File: config.mk
export PLATFORM = sky130hd
export DESIGN_NAME = lsu_bus_ctrl
export DESIGN_NICKNAME = d
export VERILOG_FILES = /design/src/rtl/lsu_bus_ctrl.sv
export SDC_FILE = /design/constraint.sdc
export NUM_CORES = 1
export LEC_CHECK = 0
export BUFFER_PORTS_ARGS = -buffer_cell sky130_fd_sc_hd__buf_2
export CAP_MARGIN = 20
export CORE_UTILIZATION = 25
export CTS_CLUSTER_DIAMETER = 40
export CTS_CLUSTER_SIZE = 28
export DETAILED_ROUTE_END_ITERATION = 7
export SLEW_MARGIN = 20
export SYNTH_ARGS = -nofsm -noshare
export SYNTH_HDL_FRONTEND = slang
export SYNTH_SLANG_ARGS = --single-unit
File: constraint.sdc
create_clock -name clk -period 3.18 [get_ports clk]
set_input_delay 0.636 -clock clk [delete_from_list [all_inputs] [get_ports clk]]
set_output_delay 0.636 -clock clk [all_outputs]
set_load 0.03 [all_outputs]
File: src/rtl/lsu_bus_ctrl.sv
// lsu_bus_ctrl: load/store unit front end for a single-port data-memory bus.
// Takes one core load/store at a time, rejects illegal or misaligned accesses
// without touching the bus, runs a request/grant then response handshake, and
// hands the raw word plus offset/size to the downstream load extender.
module lsu_bus_ctrl #(
  parameter int TIMEOUT = 255
) (
  input  logic        clk,
  input  logic        rst,
  input  logic        req_valid,
  input  logic        req_we,
  input  logic [2:0]  req_size,
  input  logic [31:0] req_addr,
  input  logic [31:0] req_wdata,
  output logic        stall,
  output logic        done,
  output logic [31:0] ReadData,
  output logic [1:0]  offset,
  output logic [2:0]  MemSize,
  output logic        fault,
  output logic [1:0]  fault_cause,
  output logic        mem_req,
  output logic        mem_we,
  output logic [31:0] mem_addr,
  output logic [3:0]  mem_be,
  output logic [31:0] mem_wdata,
  input  logic        mem_gnt,
  input  logic        mem_rvalid,
  input  logic [31:0] mem_rdata
);

  localparam logic [1:0] IDLE = 2'd0;
  localparam logic [1:0] REQ  = 2'd1;
  localparam logic [1:0] WAIT = 2'd2;
  localparam logic [1:0] DONE = 2'd3;

  // Counter value of the last cycle an access may spend in REQ+WAIT.
  localparam logic [7:0] LAST_CYCLE = 8'(TIMEOUT - 1);

  localparam logic [1:0] CAUSE_NONE     = 2'b00;
  localparam logic [1:0] CAUSE_MISALIGN = 2'b01;
  localparam logic [1:0] CAUSE_SIZE     = 2'b10;
  localparam logic [1:0] CAUSE_TIMEOUT  = 2'b11;

  logic [1:0]  state;
  logic [7:0]  cycle_cnt;
  logic        we_q;
  logic [2:0]  size_q;
  logic [31:0] addr_q;
  logic [31:0] wdata_q;

  logic        size_illegal;
  logic        misaligned;
  logic        timed_out;
  logic [3:0]  be_calc;
  logic [31:0] wdata_calc;

  // Classify the incoming request; size legality is judged before alignment.
  always_comb begin
    size_illegal = 1'b0;
    case (req_size)
      3'b011, 3'b110, 3'b111: size_illegal = 1'b1;
      3'b100, 3'b101:         size_illegal = req_we;
      default:                size_illegal = 1'b0;
    endcase
    misaligned = ((req_size[1:0] == 2'b01) && req_addr[0]) ||
                 ((req_size[1:0] == 2'b10) && (req_addr[1:0] != 2'b00));
  end

  // Byte enables and lane-replicated store data from the captured request.
  always_comb begin
    be_calc    = 4'b1111;
    wdata_calc = 32'h0;
    if (we_q) begin
      case (size_q[1:0])
        2'b00: begin
          be_calc    = 4'b0001 << addr_q[1:0];
          wdata_calc = {4{wdata_q[7:0]}};
        end
        2'b01: begin
          be_calc    = 4'b0011 << {addr_q[1], 1'b0};
          wdata_calc = {2{wdata_q[15:0]}};
        end
        default: begin
          be_calc    = 4'b1111;
          wdata_calc = wdata_q;
        end
      endcase
    end
  end

  // The bus is only driven while the request phase is open.
  assign mem_req   = (state == REQ);
  assign mem_we    = mem_req & we_q;
  assign mem_be    = mem_req ? be_calc : 4'b0000;
  assign mem_addr  = mem_req ? {addr_q[31:2], 2'b00} : 32'h0;
  assign mem_wdata = mem_req ? wdata_calc : 32'h0;

  assign done      = (state == DONE);
  assign stall     = req_valid & ~done;
  assign timed_out = (cycle_cnt >= LAST_CYCLE);

  // Main sequencer: capture, handshake, completion and fault bookkeeping.
  always_ff @(posedge clk) begin
    if (rst) begin
      state       <= IDLE;
      cycle_cnt   <= 8'd0;
      we_q        <= 1'b0;
      size_q      <= 3'b000;
      addr_q      <= 32'h0;
      wdata_q     <= 32'h0;
      ReadData    <= 32'h0;
      offset      <= 2'b00;
      MemSize     <= 3'b000;
      fault       <= 1'b0;
      fault_cause <= CAUSE_NONE;
    end else begin
      case (state)
        IDLE: begin
          if (req_valid) begin
            we_q      <= req_we;
            size_q    <= req_size;
            addr_q    <= req_addr;
            wdata_q   <= req_wdata;
            offset    <= req_addr[1:0];
            MemSize   <= req_size;
            cycle_cnt <= 8'd0;
            if (size_illegal) begin
              fault       <= 1'b1;
              fault_cause <= CAUSE_SIZE;
              state       <= DONE;
            end else if (misaligned) begin
              fault       <= 1'b1;
              fault_cause <= CAUSE_MISALIGN;
              state       <= DONE;
            end else begin
              fault       <= 1'b0;
              fault_cause <= CAUSE_NONE;
              state       <= REQ;
            end
          end
        end
        REQ: begin
          cycle_cnt <= cycle_cnt + 8'd1;
          if (mem_gnt) begin
            state <= WAIT;
          end else if (timed_out) begin
            fault       <= 1'b1;
            fault_cause <= CAUSE_TIMEOUT;
            state       <= DONE;
          end
        end
        WAIT: begin
          cycle_cnt <= cycle_cnt + 8'd1;
          if (mem_rvalid) begin
            if (!we_q) begin
              ReadData <= mem_rdata;
            end
            state <= DONE;
          end else if (timed_out) begin
            fault       <= 1'b1;
            fault_cause <= CAUSE_TIMEOUT;
            state       <= DONE;
          end
        end
        DONE: begin
          state <= IDLE;
        end
        default: begin
          state <= IDLE;
        end
      endcase
    end
  end

endmodule

==> results.toml, run 1 <==
[global_routing]
use_met1_pct = 18.3
use_met2_pct = 24.8
track_usage_pct = 14.9
grt_max_degree = 57
overflow = 0
grt_busiest_layer = "met2"
grt_first_pass_wirelength_um = 23700
grt_antenna_before_repair = 1
gr-usage-met3_pct = 4.67
first_global_vias = 4668

[placed_design]
postPlaceCellArea_sq_um = 6320
place_ws_ns = 0.971
hpwl_um = 10600
port_buffers = 214
routabilityCongestion = 0.783

[critical_path]
worstPathCellList = "nor2_1 -> nand2_1 -> a21oi_1 -> buf_2"
crit_fanout = 22
crit_arrival_ns = 2.01
path_class = "reg -> out"
critPathBufInv = 1
r2r-start = "state[0]$_SDFFE_PP0P_"
r2r_cells = 7
endpoint_kind = "primary output"
worstSetupStartpointType = "flop"
r2r_slack_ns = 1.08
cpLargestDelayFamily = "simple AND/OR/NAND/NOR gates"
crit_required_ns = 2.54
slowest_delay_ns = 0.56
crit_slowest_cell = "dfxtp_1"
reg2reg_to = "ReadData[11]$_SDFFE_PP0P_"

[logic_synthesis]
yosys-top-cells-count = "nand2_1, a21oi_1, dfxtp_1, nor2_1, and2_1"
synth.top_cell.area_share_pct = 44.7
synth_most_common_cell = "nand2_1"
async_flop_share_pct = 0
syn_avg_cell_area_sq_um = 7.54
yosys.area.top_type = "dfxtp_1"
ys_seq_elements = 113
netlist_top_cells_area = "dfxtp_1, nand2_1, a21oi_1"
yosysUniqueCellTypes = 41
syn_area_sq_um = 5060
synth_warnings = 0
synth_seq_area_share_pct = 44.7
synth_ff_type = "dfxtp_1"
synth_cells = 671
synth_edf_count = 0

[floorplanning]
die-area_sq_um = 20800
rows = 51
core_sq_um = 19700
io_pins = 217
start_util_pct = 25.7
die_w_um = 144
chipHeight_um = 144

[clocking]
clockBufferDepth = 2
clkTransAtPathRegs_ns = 0.06
cts_tree = "done"
htree_levels = 4
post_cts_buffers = 0
cts_root_buf = "clkbuf_16"
clk_latency_ns = 0.41
cts_resized = 0
cts-hold-fix-buffers = 0
cts.sinks = 113
cts_made_buffers = 17

[sta]
setup_violations = 0
layout_setup_ws_ns = 0.537
finalSetupTns_ns = 0
min_period_ns = 2.64
timing.slew.headroom_pct = 44.5
finalMaxSlewViolations = 0
final_hold_viol_count = 0
rsz0062_at_grt = "no"
fin_skew_ns = 0.00879
max_freq_mhz = 378
whs_ns = 0.448
worst_slew_pin_slew_ns = 0.832
fin_crit_sh_pct = 83.1

[drt]
drc = 0
via_count = 5049
ant_nets = 0
dr.pass1.iters = 4
drt-initial-drc-count = 248
post_drt_wl_per_cell_um = 13.5
wl_um = 15400
vias_per_cell = 4.43

[power_and_ir_drop]
power_mw = 5.08
ir_drop_v = 0.000335
powerDensity_nw_per_um2 = 730
power.leakage_nw = 3.07

[hold_path]
hold_class = "reg -> reg"
min_path_cells = 2
holdPathEnd = "addr_q[9]$_SDFFE_PP0P_"
hp-start = "addr_q[9]$_SDFFE_PP0P_"

[final_layout]
nets = 973
syn_to_final_growth_pct = 37.7
drive_gt1_share_pct = 30.4
seqCellArea_sq_um = 2260
fillers = 2185
multiInputGateArea_sq_um = 2510
fin_area_sq_um = 6960

[job]
drv_cap = 0

[status]
outcome = "finished clean"
## placed cells by master, fill, tap and decap left out, types with 3 or more instances in the layout
master       n
nand2_1    216
buf_2      213
a21oi_1    119
dfxtp_1    113
nor2_1      35
and2_1      33
clkbuf_16   17
mux2i_1     16
o21ai_0     12
inv_1       10
buf_4       10
and3_1       8
xnor2_1      6
ha_1         6
nor2b_1      4
a221oi_1     4
clkbuf_8     4
bufinv_16    4
clkinv_2     4
nor4_2       3
## cell type report
class	instances	share of cell area, %
clock buffers	22	6.96
multi-input cells	495	36.0
flip-flops and latches	113	32.5
well taps	265	4.76
diodes	1	0.0359
repair buffers	225	17.0
clock inverters	10	2.23
inverters	10	0.539
## worst reg2reg max path: stages, from the launching register on
cell     delay (ns)
dfxtp_1        0.37
inv_1          0.09
ha_1           0.27
nand2_1        0.11
or2_1          0.65
buf_4          0.32
nand2_1        0.07
a21oi_1        0.15
## kinds of logic after synthesis
family | count (synthesis) | share of synthesized area (%)
muxes | 16 | 3.17
buffers and inverters | 64 | 5.86
DFF | 113 | 44.7
AOI/OAI and AO/OA | 149 | 16.1
xor gates and xnor gates | 6 | 1.04
adders and majority gates | 6 | 1.48
other | 1 | 0.0742
and+or+nand+nor | 316 | 27.6
## how the worst max path moves through the flow
stage / from / to / slack (ns) / depth (start not counted)
after floorplan: state[1]$_SDFFE_PP0P_ / mem_be[3] / 0.62 / 5
after global placement: size_q[0]$_SDFFE_PP0P_ / mem_wdata[29] / 1.00 / 5
after detailed placement: size_q[0]$_SDFFE_PP0P_ / mem_wdata[13] / 0.97 / 4
after CTS: size_q[0]$_SDFFE_PP0P_ / mem_wdata[13] / 0.49 / 4
after global routing: size_q[0]$_SDFFE_PP0P_ / mem_wdata[13] / 0.31 / 4
final: size_q[0]$_SDFFE_PP0P_ / mem_wdata[13] / 0.54 / 4
## metal layers
layer	wire length, um	share of wire [%]	vias to the layer above
li1	-	-	2572
met1	7060	46	2334
met2	7360	48	138
met3	869	5.6	5
met4	104	0.68	0
met5	0	0	-
## registers in the layout, summed over array words and instances (netlist names)
register	flops
wdata_q	32
addr_q	31
state	2
fault	1
fault_cause	2
cycle_cnt	8
we_q	1
offset	1
size_q	3
ReadData	32
## metrics by stage
step / util, % / std cells
5_1_grt: 35.4 / 1140
3_3_place_gp: 32.2 / 1108
4_1_cts: 35.4 / 1140
3_5_place_dp: 32.2 / 1108
6_report: 35.4 / 1141
2_1_floorplan: - / 672
## power breakdown
group | internal, mW | switching (mW) | leakage (nW) | total [mW]
combinational | 0.423 | 0.867 | 1.84 | 1.29
sequential | 1.60 | 0.131 | 0.922 | 1.73
clock | 1.39 | 0.671 | 0.312 | 2.06
Note: power is estimated with default switching activity, not from simulation.
==> run 2, diff against run 1 <==
Settings changed: ABC_AREA set to 1.
Clock period 3.18 ns to 2.45 ns, I/O delays scaled along.
==> results.toml, run 2 <==
[floorplanning]
die-area_sq_um = 20400
rows = 51
chipHeight_um = 143
io_pins = 217
die_w_um = 143
start_util_pct = 25.5
core_sq_um = 19400

[sta]
fin_crit_sh_pct = 94.7
rsz0062_at_grt = "no"
final_hold_viol_count = 0
setup_violations = 0
min_period_ns = 2.32
worst_slew_pin_slew_ns = 0.578
timing.slew.headroom_pct = 61.4
layout_setup_ws_ns = 0.130
fin_skew_ns = 0.00606
finalMaxSlewViolations = 0
max_freq_mhz = 431

[drt]
drt-initial-drc-count = 213
vias_per_cell = 4.31
ant_nets = 0
drc = 0
wl_um = 15500
post_drt_wl_per_cell_um = 13.0
via_count = 5138
dr.pass1.iters = 4

[global_routing]
grt_first_pass_wirelength_um = 24600
track_usage_pct = 15.8
first_global_vias = 4875
grt_antenna_before_repair = 2
overflow = 0
grt_max_degree = 65

[placed_design]
place_ws_ns = 0.476
hpwl_um = 11200
routabilityCongestion = 0.794
postPlaceCellArea_sq_um = 6250
port_buffers = 214

[logic_synthesis]
yosys-top-cells-count = "nor2_1, dfxtp_1, o21ai_0, inv_1, nand2_1"
yosysUniqueCellTypes = 31
synth_warnings = 0
synth.top_cell.area_share_pct = 45.7
netlist_top_cells_area = "dfxtp_1, nor2_1, o21ai_0"
syn_area_sq_um = 4950
yosys.area.top_type = "dfxtp_1"
ys_seq_elements = 113
synth_most_common_cell = "nor2_1"
async_flop_share_pct = 0
synth_cells = 710
synth_ff_type = "dfxtp_1"
synth_seq_area_share_pct = 45.7
synth_edf_count = 0
syn_avg_cell_area_sq_um = 6.97

[power_and_ir_drop]
powerDensity_nw_per_um2 = 946
power.leakage_nw = 3.59
ir_drop_v = 0.000522

[clocking]
cts.sinks = 113
clockBufferDepth = 2
clkTransAtPathRegs_ns = 0.05
clk_latency_ns = 0.41
cts_root_buf = "clkbuf_16"
htree_levels = 4
cts_tree = "done"
cts_made_buffers = 17
cts-hold-fix-buffers = 0

[final_layout]
reg_top3 = "ReadData (32), wdata_q (32), addr_q (31)"
drive_gt1_share_pct = 30.9
fin_area_sq_um = 6870
final_cell_mix = "nor2_1, buf_2, dfxtp_1, o21ai_0, inv_1"
syn_to_final_growth_pct = 38.8
fillers = 2140
final_common_cell = "nor2_1"
nets = 1023

[hold_path]
hp-start = "rst"
hold_class = "in -> reg"
holdPathEnd = "cycle_cnt[7]$_SDFFE_PP0P_"
min_path_cells = 2

[critical_path]
crit_arrival_ns = 1.83
reg2reg_to = "ReadData[8]$_SDFFE_PP0P_"
worstSetupStartpointType = "flop"
r2r_slack_ns = 0.84
path_class = "reg -> out"
crit_fanout = 11
r2r-start = "state[0]$_SDFFE_PP0P_"
crit_required_ns = 1.96
endpoint_kind = "primary output"
r2r_cells = 7

[status]
outcome = "finished clean"

[job]
drv_cap = 0
run 2: layout make-up:
class,instances,area (sq um),share of cell area [%]
Timing Repair Buffer,225,1170,17.0
Clock inverter,9,104,1.51
Antenna cell,2,5.00,0.0729
Inverter,69,269,3.92
Sequential cell,113,2260,32.9
Clock buffer,23,498,7.25
Multi-Input combinational cell,486,2230,32.5
Tap cell,265,332,4.83
run 2: worst max path at each step:
stage	start	endpoint	slack, ns	cells after the start
after floorplan	state[1]$_SDFFE_PP0P_	mem_wdata[15]	-0.008	6
after global placement	state[1]$_SDFFE_PP0P_	mem_wdata[25]	0.54	7
after detailed placement	state[1]$_SDFFE_PP0P_	mem_wdata[28]	0.48	7
after CTS	state[1]$_SDFFE_PP0P_	mem_wdata[28]	0.02	7
after global routing	state[1]$_SDFFE_PP0P_	mem_wdata[31]	0.001	6
final	state[1]$_SDFFE_PP0P_	mem_wdata[21]	0.13	6
run 2: kinds of logic (layout without fill, tap and decap cells):
family / Yosys count / in the layout / share of synthesized area [%]
buffers and inverters: 112 / 326 / 9.71
DFF: 113 / 113 / 45.7
adders and majority gates: 6 / 6 / 1.52
and+or+nand+nor: 313 / 313 / 25.7
other: 1 / 4 / 0.0758
AOI/OAI and AO/OA: 164 / 164 / 17.1
xor gates and xnor gates: 1 / 1 / 0.177
run 2: critical path, stage by stage (launching register included):
cell and delay (ns):
dfxtp_1 0.33, inv_1 0.10, ha_1 0.20, nand2_1 0.13
buf_4 0.21, a211oi_1 0.22, buf_2 0.24
run 2: timing repair:
item / in CTS / in global routing
gates resized for setup: 0 / 4
setup endpoints to repair: 0 / 19
setup buffers: 0 / 0
run 2: metal layers:
layer / track usage (%) / wire length (um) / vias to the layer above
met2: 25.6 / 7100 / 176
met5: 0 / 0 / -
met4: 5.09 / 139 / 0
li1: - / - / 2647
met3: 5.94 / 1260 / 9
met1: 19.2 / 7000 / 2306
run 2: where the power goes:
part | total, mW | switching (mW) | internal, mW | leakage [nW]
Sequential | 2.30 | 0.173 | 2.12 | 0.929
Clock | 2.49 | 0.867 | 1.63 | 0.295
Combinational | 1.71 | 1.19 | 0.514 | 2.37
Total | 6.50 | 2.23 | 4.26 | 3.59
run 2: through the flow:
| stage | hold slack [ns] | power [mW] | TNS (ns) | util (%) | cells |
|---|---|---|---|---|---|
| after CTS | 0.268 | 6.60 | 0 | 35.3 | 1190 |
| after floorplan | 0.450 | 3.53 | -0.0167 | - | 711 |
| final | 0.291 | 6.50 | 0 | 35.4 | 1192 |
| after global placement | 0.452 | 4.05 | 0 | 32.2 | 1158 |
| after global routing | 0.266 | 6.90 | 0 | 35.4 | 1191 |
| after detailed placement | 0.471 | 4.06 | 0 | 32.2 | 1158 |
==> run 3, diff against run 2 <==
==> constraint.sdc (replaced) <==
create_clock -name clk -period 2.2 [get_ports clk]
set_input_delay 0.44 -clock clk [delete_from_list [all_inputs] [get_ports clk]]
set_output_delay 0.44 -clock clk [all_outputs]
set_load 0.005 [all_outputs]
==> results.toml, run 3 (same netlist as run 2, synthesis figures left out) <==
[status]
outcome = "finished clean"

[critical_path]
r2r-start = "state[0]$_SDFFE_PP0P_"
crit_start = "state[0]$_SDFFE_PP0P_"
crit_slowest_cell = "dfxtp_1"
slowest_delay_ns = 0.41
crit_arrival_ns = 1.64
endpoint_kind = "primary output"
path_class = "reg -> out"
worstPathCellList = "ha_4 -> nand2_4 -> inv_4 -> o21ai_0 -> nor2_1 -> buf_2"
worstSetupStartpointType = "flop"
crit_required_ns = 1.76
crit_fanout = 8
critPathBufInv = 2
cpLargestDelayFamily = "flip-flops"

[sta]
fin_skew_ns = 0.0140
rsz0062_at_grt = "no"
finalMaxSlewViolations = 0
setup_violations = 0
max_freq_mhz = 481
finalSetupTns_ns = 0
final_hold_viol_count = 0
timing.slew.headroom_pct = 64.0
min_period_ns = 2.08
worst_slew_pin_slew_ns = 0.539
fin_crit_sh_pct = 94.5
whs_ns = 0.244

[clocking]
cts_root_buf = "clkbuf_16"
clkTransAtPathRegs_ns = 0.06
cts_made_buffers = 17
htree_levels = 4
clk_latency_ns = 0.42
cts_tree = "done"
cts.sinks = 113
cts-hold-fix-buffers = 0
clockBufferDepth = 2

[drt]
wl_um = 15600
post_drt_wl_per_cell_um = 13.1
vias_per_cell = 4.35
ant_nets = 0
via_count = 5180
drt-initial-drc-count = 178
drc = 0
dr.pass1.iters = 6

[power_and_ir_drop]
powerDensity_nw_per_um2 = 974
seq_power_share_pct = 38.6
swShare_pct = 32.1
power_mw = 6.65
power.leakage_nw = 3.58
intPower_mw = 4.51
comb_power_share_pct = 23.4
p_clk_share_pct = 38.0
p_switching_mw = 2.14
ir_drop_v = 0.000545

[floorplanning]
start_util_pct = 25.5
chipHeight_um = 143
die-area_sq_um = 20400
io_pins = 217
die_w_um = 143
rows = 51
core_sq_um = 19400

[job]
drv_cap = 0

[global_routing]
grt_first_pass_wirelength_um = 24200
overflow = 0
grt_max_degree = 94
grt_antenna_before_repair = 2
track_usage_pct = 15.6
first_global_vias = 4703

[final_layout]
drive_gt1_share_pct = 30.8
reg_top3 = "ReadData (32), wdata_q (32), addr_q (31)"
final_common_cell = "nor2_1"
fin_area_sq_um = 6830
final_util_pct = 35.2
nets = 1023
final_cell_mix = "nor2_1, buf_2, dfxtp_1, o21ai_0, inv_1"
syn_to_final_growth_pct = 38.0

[hold_path]
hold_class = "in -> reg"
hp-start = "mem_rdata[6]"

[placed_design]
port_buffers = 214
routabilityCongestion = 0.827
postPlaceCellArea_sq_um = 6220
hpwl_um = 10900
[run 3: area by class of cell]
class	instances	area [sq um]
Tap cell	265	332
Fill cell	2121	12600
Timing Repair inverter	1	7.51
Timing Repair Buffer	224	1180
Inverter	69	267
Sequential cell	113	2260
Antenna cell	2	5.00
Clock buffer	20	447
Clock inverter	11	91.3
Multi-Input combinational cell	486	2240
[run 3: worst reg2reg max path: cells and delay by family, from the launching register on]
family	cells	cell delay (ns)
DFF	1	0.41
buffers and inverters	3	0.41
and+or+nand+nor	1	0.27
adders and majority gates	1	0.26
AOI/OAI and AO/OA	2	0.25
[run 3: worst paths after layout]
path / to / slack [ns] / cells past startpoint
min reg2reg: wdata_q[16]$_SDFFE_PP0P_ / 0.48 / 2
max reg2reg: size_q[0]$_SDFFE_PP0P_ / 0.47 / 7
min: ReadData[6]$_SDFFE_PP0P_ / 0.24 / 3
max: mem_wdata[26] / 0.12 / 6
[run 3: layer usage]
| layer | vias up | share of wire (%) | GRT usage, % |
|---|---|---|---|
| met5 | - | 0 | 0 |
| met4 | 0 | 0.96 | 4.70 |
| met3 | 12 | 8.9 | 6.07 |
| met2 | 194 | 46 | 25.1 |
| met1 | 2334 | 44 | 19.2 |
| li1 | 2640 | - | - |
[run 3: timing repair]
action | 4_1_cts | 5_1_grt
setup buffers | 0 | 2
pin swaps | 0 | 1
gates cloned | 1 | 0
resized for setup | 6 | 6
setup endpoints to repair | 18 | 32
[run 3: stage by stage]
stage          instances  worst slack (ns)
2_1_floorplan        711             0.483
3_3_place_gp        1155             0.447
3_5_place_dp        1155             0.374
4_1_cts             1187            0.0173
5_1_grt             1189            0.0139
6_report            1191             0.121
[run 3: power groups by stage]
stage          clock, mW  sequential (mW)  combinational [mW]
5_1_grt             2.70             2.61                1.78
4_1_cts             2.61             2.56                1.56
3_3_place_gp           0             2.59                1.54
6_report            2.53             2.57                1.56
3_5_place_dp           0             2.60                1.54
2_1_floorplan          0             2.56               0.992
